===== src/rtl/project_mux_pkg.sv =====
// Shared types, default sizes and one-hot helpers for the project I/O multiplexer.
package project_mux_pkg;

  localparam int DEF_N_PROJ = 8;
  localparam int DEF_IO_W   = 38;
  localparam int DEF_LA_W   = 32;
  localparam int DEF_GUARD  = 4;

  // Upper bound on the project count; helpers operate on this fixed width.
  localparam int MAX_PROJ = 32;
  localparam int IDX_W    = 5;
  localparam int CNT_W    = 16;

  typedef enum logic [1:0] {
    S_IDLE  = 2'd0,
    S_GUARD = 2'd1,
    S_RUN   = 2'd2
  } state_t;

  // True when at most one bit of v is set.
  function automatic logic onehot0(input logic [MAX_PROJ-1:0] v);
    return (v & (v - MAX_PROJ'(1))) == '0;
  endfunction

  // Index of the set bit of a one-hot word; zero for an all-zero word.
  function automatic logic [IDX_W-1:0] onehot_to_index(input logic [MAX_PROJ-1:0] v);
    logic [IDX_W-1:0] idx;
    idx = '0;
    for (int i = 0; i < MAX_PROJ; i++) begin
      if (v[i]) idx = idx | IDX_W'(i);
    end
    return idx;
  endfunction

endpackage


===== src/rtl/project_io_mux_sel.sv =====
// AND-OR N:1 slice selector driven by a one-hot select word.
module project_io_mux_sel #(
  parameter int N = 8,
  parameter int W = 108
) (
  input  logic [N-1:0]   sel,
  input  logic [N*W-1:0] din,
  output logic [W-1:0]   dout
);

  // OR together every slice masked by its select bit; an all-zero select yields zero.
  always_comb begin
    dout = '0;
    for (int p = 0; p < N; p++) begin
      dout = dout | (din[p*W +: W] & {W{sel[p]}});
    end
  end

endmodule


===== src/rtl/project_io_mux.sv =====
// Registered selector connecting one of N user projects to the shared pads and LA
// return bus, with a guard interval (pads released, projects in reset) on every switch.
module project_io_mux
  import project_mux_pkg::*;
#(
  parameter int N_PROJ = DEF_N_PROJ,
  parameter int IO_W   = DEF_IO_W,
  parameter int LA_W   = DEF_LA_W,
  parameter int GUARD  = DEF_GUARD
) (
  input  logic                   wb_clk_i,
  input  logic                   wb_rst_ni,
  input  logic [N_PROJ-1:0]      active_req,
  input  logic [N_PROJ*IO_W-1:0] proj_io_out,
  input  logic [N_PROJ*IO_W-1:0] proj_io_oeb,
  input  logic [N_PROJ*LA_W-1:0] proj_la_out,
  output logic [IO_W-1:0]        io_out,
  output logic [IO_W-1:0]        io_oeb,
  output logic [LA_W-1:0]        la_out,
  output logic [N_PROJ-1:0]      active_o,
  output logic [N_PROJ-1:0]      proj_rst_no,
  output logic                   conflict_o,
  output logic [CNT_W-1:0]       switch_cnt_o
);

  localparam int SEL_W  = 2*IO_W + LA_W;
  localparam int CUR_W  = $clog2(N_PROJ);
  localparam int GCNT_W = $clog2(GUARD + 1);
  localparam logic [GCNT_W-1:0] GCNT_LOAD = GCNT_W'(GUARD - 1);

  state_t              state;
  logic [N_PROJ-1:0]   req_q;
  logic [CUR_W-1:0]    cur;
  logic [GCNT_W-1:0]   gcnt;

  logic [MAX_PROJ-1:0] req_wide;
  logic                req_legal;
  logic                req_nz;
  logic [CUR_W-1:0]    req_idx;
  logic [N_PROJ-1:0]   cur_oh;
  logic                hold;
  logic                data_en;

  logic [N_PROJ*SEL_W-1:0] sel_bus;
  logic [SEL_W-1:0]        sel_out;

  // Decode the registered request against the currently selected project.
  always_comb begin
    req_wide  = MAX_PROJ'(req_q);
    req_legal = onehot0(req_wide);
    req_nz    = |req_q;
    req_idx   = CUR_W'(onehot_to_index(req_wide));
    cur_oh    = N_PROJ'(1) << cur;
    hold      = (req_q == cur_oh);
    // Data flows only while staying in RUN, so the edge that leaves RUN already releases the pads.
    data_en   = (state == S_RUN) && hold;
  end

  // Pack each project's {la, oeb, out} slice so a single selector serves all three buses.
  for (genvar p = 0; p < N_PROJ; p++) begin : g_pack
    assign sel_bus[p*SEL_W +: SEL_W] = {proj_la_out[p*LA_W +: LA_W],
                                        proj_io_oeb[p*IO_W +: IO_W],
                                        proj_io_out[p*IO_W +: IO_W]};
  end

  project_io_mux_sel #(
    .N (N_PROJ),
    .W (SEL_W)
  ) u_sel (
    .sel  (cur_oh),
    .din  (sel_bus),
    .dout (sel_out)
  );

  // Request register, conflict flag and the IDLE/GUARD/RUN sequencer with its registered enables.
  always_ff @(posedge wb_clk_i or negedge wb_rst_ni) begin
    if (!wb_rst_ni) begin
      state        <= S_IDLE;
      req_q        <= '0;
      cur          <= '0;
      gcnt         <= '0;
      conflict_o   <= 1'b0;
      switch_cnt_o <= '0;
      active_o     <= '0;
      proj_rst_no  <= '0;
    end else begin
      req_q      <= active_req;
      conflict_o <= !req_legal;
      case (state)
        S_IDLE: begin
          if (req_legal && req_nz) begin
            state <= S_GUARD;
            gcnt  <= GCNT_LOAD;
          end
        end
        S_GUARD: begin
          // The request is only looked at once the guard has fully elapsed.
          if (gcnt != '0) begin
            gcnt <= gcnt - GCNT_W'(1);
          end else if (req_legal && req_nz) begin
            state       <= S_RUN;
            cur         <= req_idx;
            active_o    <= req_q;
            proj_rst_no <= req_q;
            if (switch_cnt_o != {CNT_W{1'b1}}) switch_cnt_o <= switch_cnt_o + CNT_W'(1);
          end else begin
            state <= S_IDLE;
          end
        end
        S_RUN: begin
          if (!hold) begin
            state       <= S_GUARD;
            gcnt        <= GCNT_LOAD;
            active_o    <= '0;
            proj_rst_no <= '0;
          end
        end
        default: begin
          state       <= S_IDLE;
          active_o    <= '0;
          proj_rst_no <= '0;
        end
      endcase
    end
  end

  // Single register stage from the selected project to the pads and LA bus; idle values otherwise.
  always_ff @(posedge wb_clk_i or negedge wb_rst_ni) begin
    if (!wb_rst_ni) begin
      io_out <= '0;
      io_oeb <= '1;
      la_out <= '0;
    end else if (data_en) begin
      io_out <= sel_out[0 +: IO_W];
      io_oeb <= sel_out[IO_W +: IO_W];
      la_out <= sel_out[2*IO_W +: LA_W];
    end else begin
      io_out <= '0;
      io_oeb <= '1;
      la_out <= '0;
    end
  end

endmodule


===== config.mk =====
export PLATFORM = sky130hd
export DESIGN_NAME = project_io_mux
export DESIGN_NICKNAME = d
export VERILOG_FILES = /design/src/rtl/project_mux_pkg.sv /design/src/rtl/project_io_mux_sel.sv /design/src/rtl/project_io_mux.sv
export SDC_FILE = /design/constraint.sdc
export NUM_CORES = 1
export LEC_CHECK = 0
export ABC_AREA = 1
export BUFFER_PORTS_ARGS = -buffer_cell sky130_fd_sc_hd__buf_2
export CORE_AREA = 3 3 390 392
export DETAILED_ROUTE_END_ITERATION = 10
export DIE_AREA = 0 0 393 395
export MAX_ROUTING_LAYER = met4
export SLEW_MARGIN = 10
export SYNTH_ARGS = -nofsm -noshare
export SYNTH_HDL_FRONTEND = slang
export SYNTH_SLANG_ARGS = --single-unit

===== constraint.sdc =====
create_clock -name wb_clk_i -period 2.4 [get_ports wb_clk_i]
set_clock_uncertainty 0.05 [all_clocks]
set_input_delay 0.24 -clock wb_clk_i [delete_from_list [all_inputs] [get_ports wb_clk_i]]
set_output_delay 0.24 -clock wb_clk_i [all_outputs]
set_load 0.005 [all_outputs]

==> run_results.csv <==
group,metric,value,unit
outcome,outcome,"finished clean",
synthesis,postSynthCellCount,1994,
place,place_congestion,1.03,
die,row_count,142,
detailed_routing,drc,0,
critical_path,crit_chain,"inv_2, nand3_1, inv_6, buf_12, buf_4, nand2_1, nand4_1, nor2_4, nand3_1, inv_1, nand2_1",
critical_path,reg2regPathDepth,11,
detailed_routing,via_per_inst,3.75,
power_and_ir_drop,power_density,375,mW/mm2
sta,fin_crit,2.35,ns
critical_path,cp_num_cells,11,
die,initial_core_util,7.94,%
power_and_ir_drop,total_leakage_power,0.0115,uW
clock_network,clk_pin_slew,0.09,ns
die,die_w,393,um
clock_network,clkSinkCount,149,
clock_network,cts_tree,"built",
sta,rsz0062_at_grt,"no",
synthesis,synthArstFlopShare,100,%
synthesis,synth_area,0.0118,mm2
global_route,grt_antenna_before_repair,108,
die,die_height,395,um
sta,worst_pin_slew,0.704,ns
job,maxCapViolations,0,
synthesis,seq_area_frac_synth,31.9,%
sta,max_clock_freq,426,MHz
die,io-pin-count,1015,
critical_path,worstPathMaxFanout,25,
critical_path,critPathArrivalTime,2.72,ns
detailed_routing,num_vias,19600,
global_route,grt.overflow.total,0,
critical_path,r2r-end,"io_oeb[6]",
critical_path,required,2.78,ns
synthesis,ys.warnings.count,0,
detailed_routing,drtPass1Iterations,5,
critical_path,cp_num_buf_inv,5,
sta,finalSetupViolations,0,
place,numPortBuffers,1014,
cells_and_area,fin_area,0.0227,mm2
sta,slew_viol_final,0,
clock_network,cts_max_path_buffers,2,
synthesis,yosysTopAreaCellShare,30.3,%
hold_path,hold_class,"in2reg",
sta,finalHoldViolCount,0,
detailed_routing,wl_per_cell,26.6,um
cells_and_area,fin_nets,4079,
global_route,grt_pass1_wl,177,mm
synthesis,synth-edff-count,0,
critical_path,cp-startpoint,"cur[1]",
cells_and_area,multiInputGateArea,0.00677,mm2
global_route,grt_max_degree,58,
cells_and_area,post_route_cells_drive_above_1_share,38.2,%
global_route,track_usage,17.7,%
critical_path,cp_top_family,"simple AND/OR/NAND/NOR gates",
power_and_ir_drop,peakVddDrop,0.000589,V
clock_network,clock_latency,0.51,ns
sta,fin_crit_sh,97.7,%
synthesis,ys_top_cells_by_area,"nand2_1, dfrtp_1, dfstp_2",
clock_network,ctsRootBufferMaster,"clkbuf_16",
critical_path,cpMaxStageDelayCell,"dfrtp_2",
place,post_dp_cell_area,0.0202,mm2
die,coreArea,0.149,mm2
sta,whs,0.0659,ns
cells_and_area,final-seq-area,0.00378,mm2
critical_path,end_kind,"flip-flop",
place,hpwl,117,mm
critical_path,worstSetupEndpoint,"io_oeb[6]",
clock_network,numCtsBuffers,17,
sta,fin_tns_setup,0,ns
critical_path,cpPeakStageDelay,0.45,ns
sta,timing.slew.headroom,53.1,%
synthesis,synth_cell_type_count,34,
critical_path,r2r_slack,0.05,ns
global_route,first_global_vias,19500,
synthesis,yosysTopAreaCell,"nand2_1",
critical_path,critPathKind,"reg2reg",
synthesis,syn_avg_cell_area,5.94,um2
detailed_routing,ant_nets,0,
clock_network,htreeDepth,4,
synthesis,ys.flop_type,"dfrtp_1",
detailed_routing,initialDrtViolationCount,1734,
cells_and_area,n_fill_cell,17200,
detailed_routing,totalWireLength,139,mm
die,dieArea,0.155,mm2
cells_and_area,syn_to_final_growth,92.1,%
critical_path,r2r-start,"cur[1]",
critical_path,critical_path.startpoint_type,"flip-flop",
synthesis,syn-num-nets,2871,
synthesis,synth.ff_latch_count,149,
-- cell type report --
| cell class | instances | area share [%] |
|---|---|---|
| Timing Repair Buffer | 1311 | 36.0 |
| Multi-Input combinational cell | 1523 | 29.8 |
| Sequential cell | 149 | 16.6 |
| Tap cell | 1944 | 10.7 |
| Inverter | 200 | 3.44 |
| Clock buffer | 17 | 1.87 |
| Antenna cell | 74 | 0.814 |
| Clock inverter | 15 | 0.781 |
-- layer usage --
| metal | routed length (um) | GRT usage (%) | part of all wire, % | up-vias |
|---|---|---|---|---|
| li1 | - | - | - | 8781 |
| met3 | 11900 | 5.26 | 8.5 | 265 |
| met5 | 0 | - | 0 | - |
| met2 | 63600 | 27.6 | 46 | 1222 |
| met4 | 4780 | 6.34 | 3.4 | 0 |
| met1 | 58700 | 21.5 | 42 | 9346 |
-- cell usage after synthesis, drive strengths merged (2+ instances only) --
cell    number
inv        200
xor2         9
dfstp       38
or2          2
buf         69
o21ai       25
clkbuf      53
nor2       134
and3         7
nand4      104
ha           3
and2         7
a22o        23
nand3b      18
a22oi       35
nand2      957
a21oi       45
nor3        82
nand3       61
a211oi       2
xnor2        6
dfrtp      111
-- cells by family after synthesis --
family	Yosys count	share of synthesized area (%)
buffers and inverters	322	11.2
and+or+nand+nor	1374	48.4
DFF	149	31.9
AOI/OAI and AO/OA	131	7.08
adders and majority gates	3	0.317
xor gates and xnor gates	15	1.11
-- how the worst min path moves through the flow --
| stage | endpoint | cells past startpoint | from |
|---|---|---|---|
| finish | io_out[30] | 5 | proj_io_out[106] |
| global route | io_oeb[27] | 5 | proj_io_oeb[293] |
| CTS | io_out[4] | 5 | proj_io_out[270] |
| detailed placement | io_out[32] | 1 | wb_rst_ni |
| global placement | io_out[32] | 1 | wb_rst_ni |
| floorplan | conflict_o | 0 | wb_rst_ni |
-- where the power goes --
| group | total (uW) | internal [uW] | switching (uW) |
|---|---|---|---|
| Combinational | 2780 | 1230 | 1550 |
| Sequential | 2610 | 2560 | 49.6 |
| Clock | 3130 | 1500 | 1640 |
| Total | 8520 | 5280 | 3240 |
-- cell usage in the layout (no fill, tap or decap), types with 38 or more instances in the layout --
cell type | netlist | final
dfstp_2 | 38 | 38
buf_4 | 11 | 86
buf_2 | 51 | 1013
nand4_1 | 104 | 104
nand3_1 | 60 | 59
dfrtp_1 | 111 | 108
nor2_1 | 131 | 127
nor3_1 | 82 | 81
dlygate4sd3_1 | 0 | 176
inv_1 | 193 | 192
nand2_1 | 956 | 956
a21oi_1 | 45 | 45
diode_2 | 0 | 74
-- registers in the layout (all words and copies together), names as in the netlist --
signal and count:
conflict_o 1, cur 3, gcnt 3, io_oeb 38, io_out 38, la_out 32, proj_rst_no 8, req_q 8
state 2, switch_cnt_o 16
-- timing repair --
item	CTS	global route
cloned	0	0
pin swaps	1	1
endpoints found under the setup margin	6	45
setup buffers	2	0
hold buffers	176	0
gates resized for setup	5	4
endpoints found under the hold margin	84	0
-- tightest hold or removal path: stages --
cell     delay (ns)
buf_2          0.12
nand2_1        0.06
nand4_1        0.08
inv_1          0.06
nor3_1         0.04
-- through the flow --
| step | util, % | std cells | worst slack [ns] | power (uW) |
|---|---|---|---|---|
| finish | 15.2 | 5233 | 0.0549 | 8520 |
| detailed placement | 13.5 | 4949 | -0.200 | 5190 |
| global route | 15.2 | 5219 | 0.0107 | 9020 |
| floorplan | - | 1994 | 0.640 | 3560 |
| global placement | 13.5 | 4949 | -0.232 | 5200 |
| CTS | 15.1 | 5159 | 0.0275 | 8730 |
Note: power is estimated with default switching activity, not from simulation.
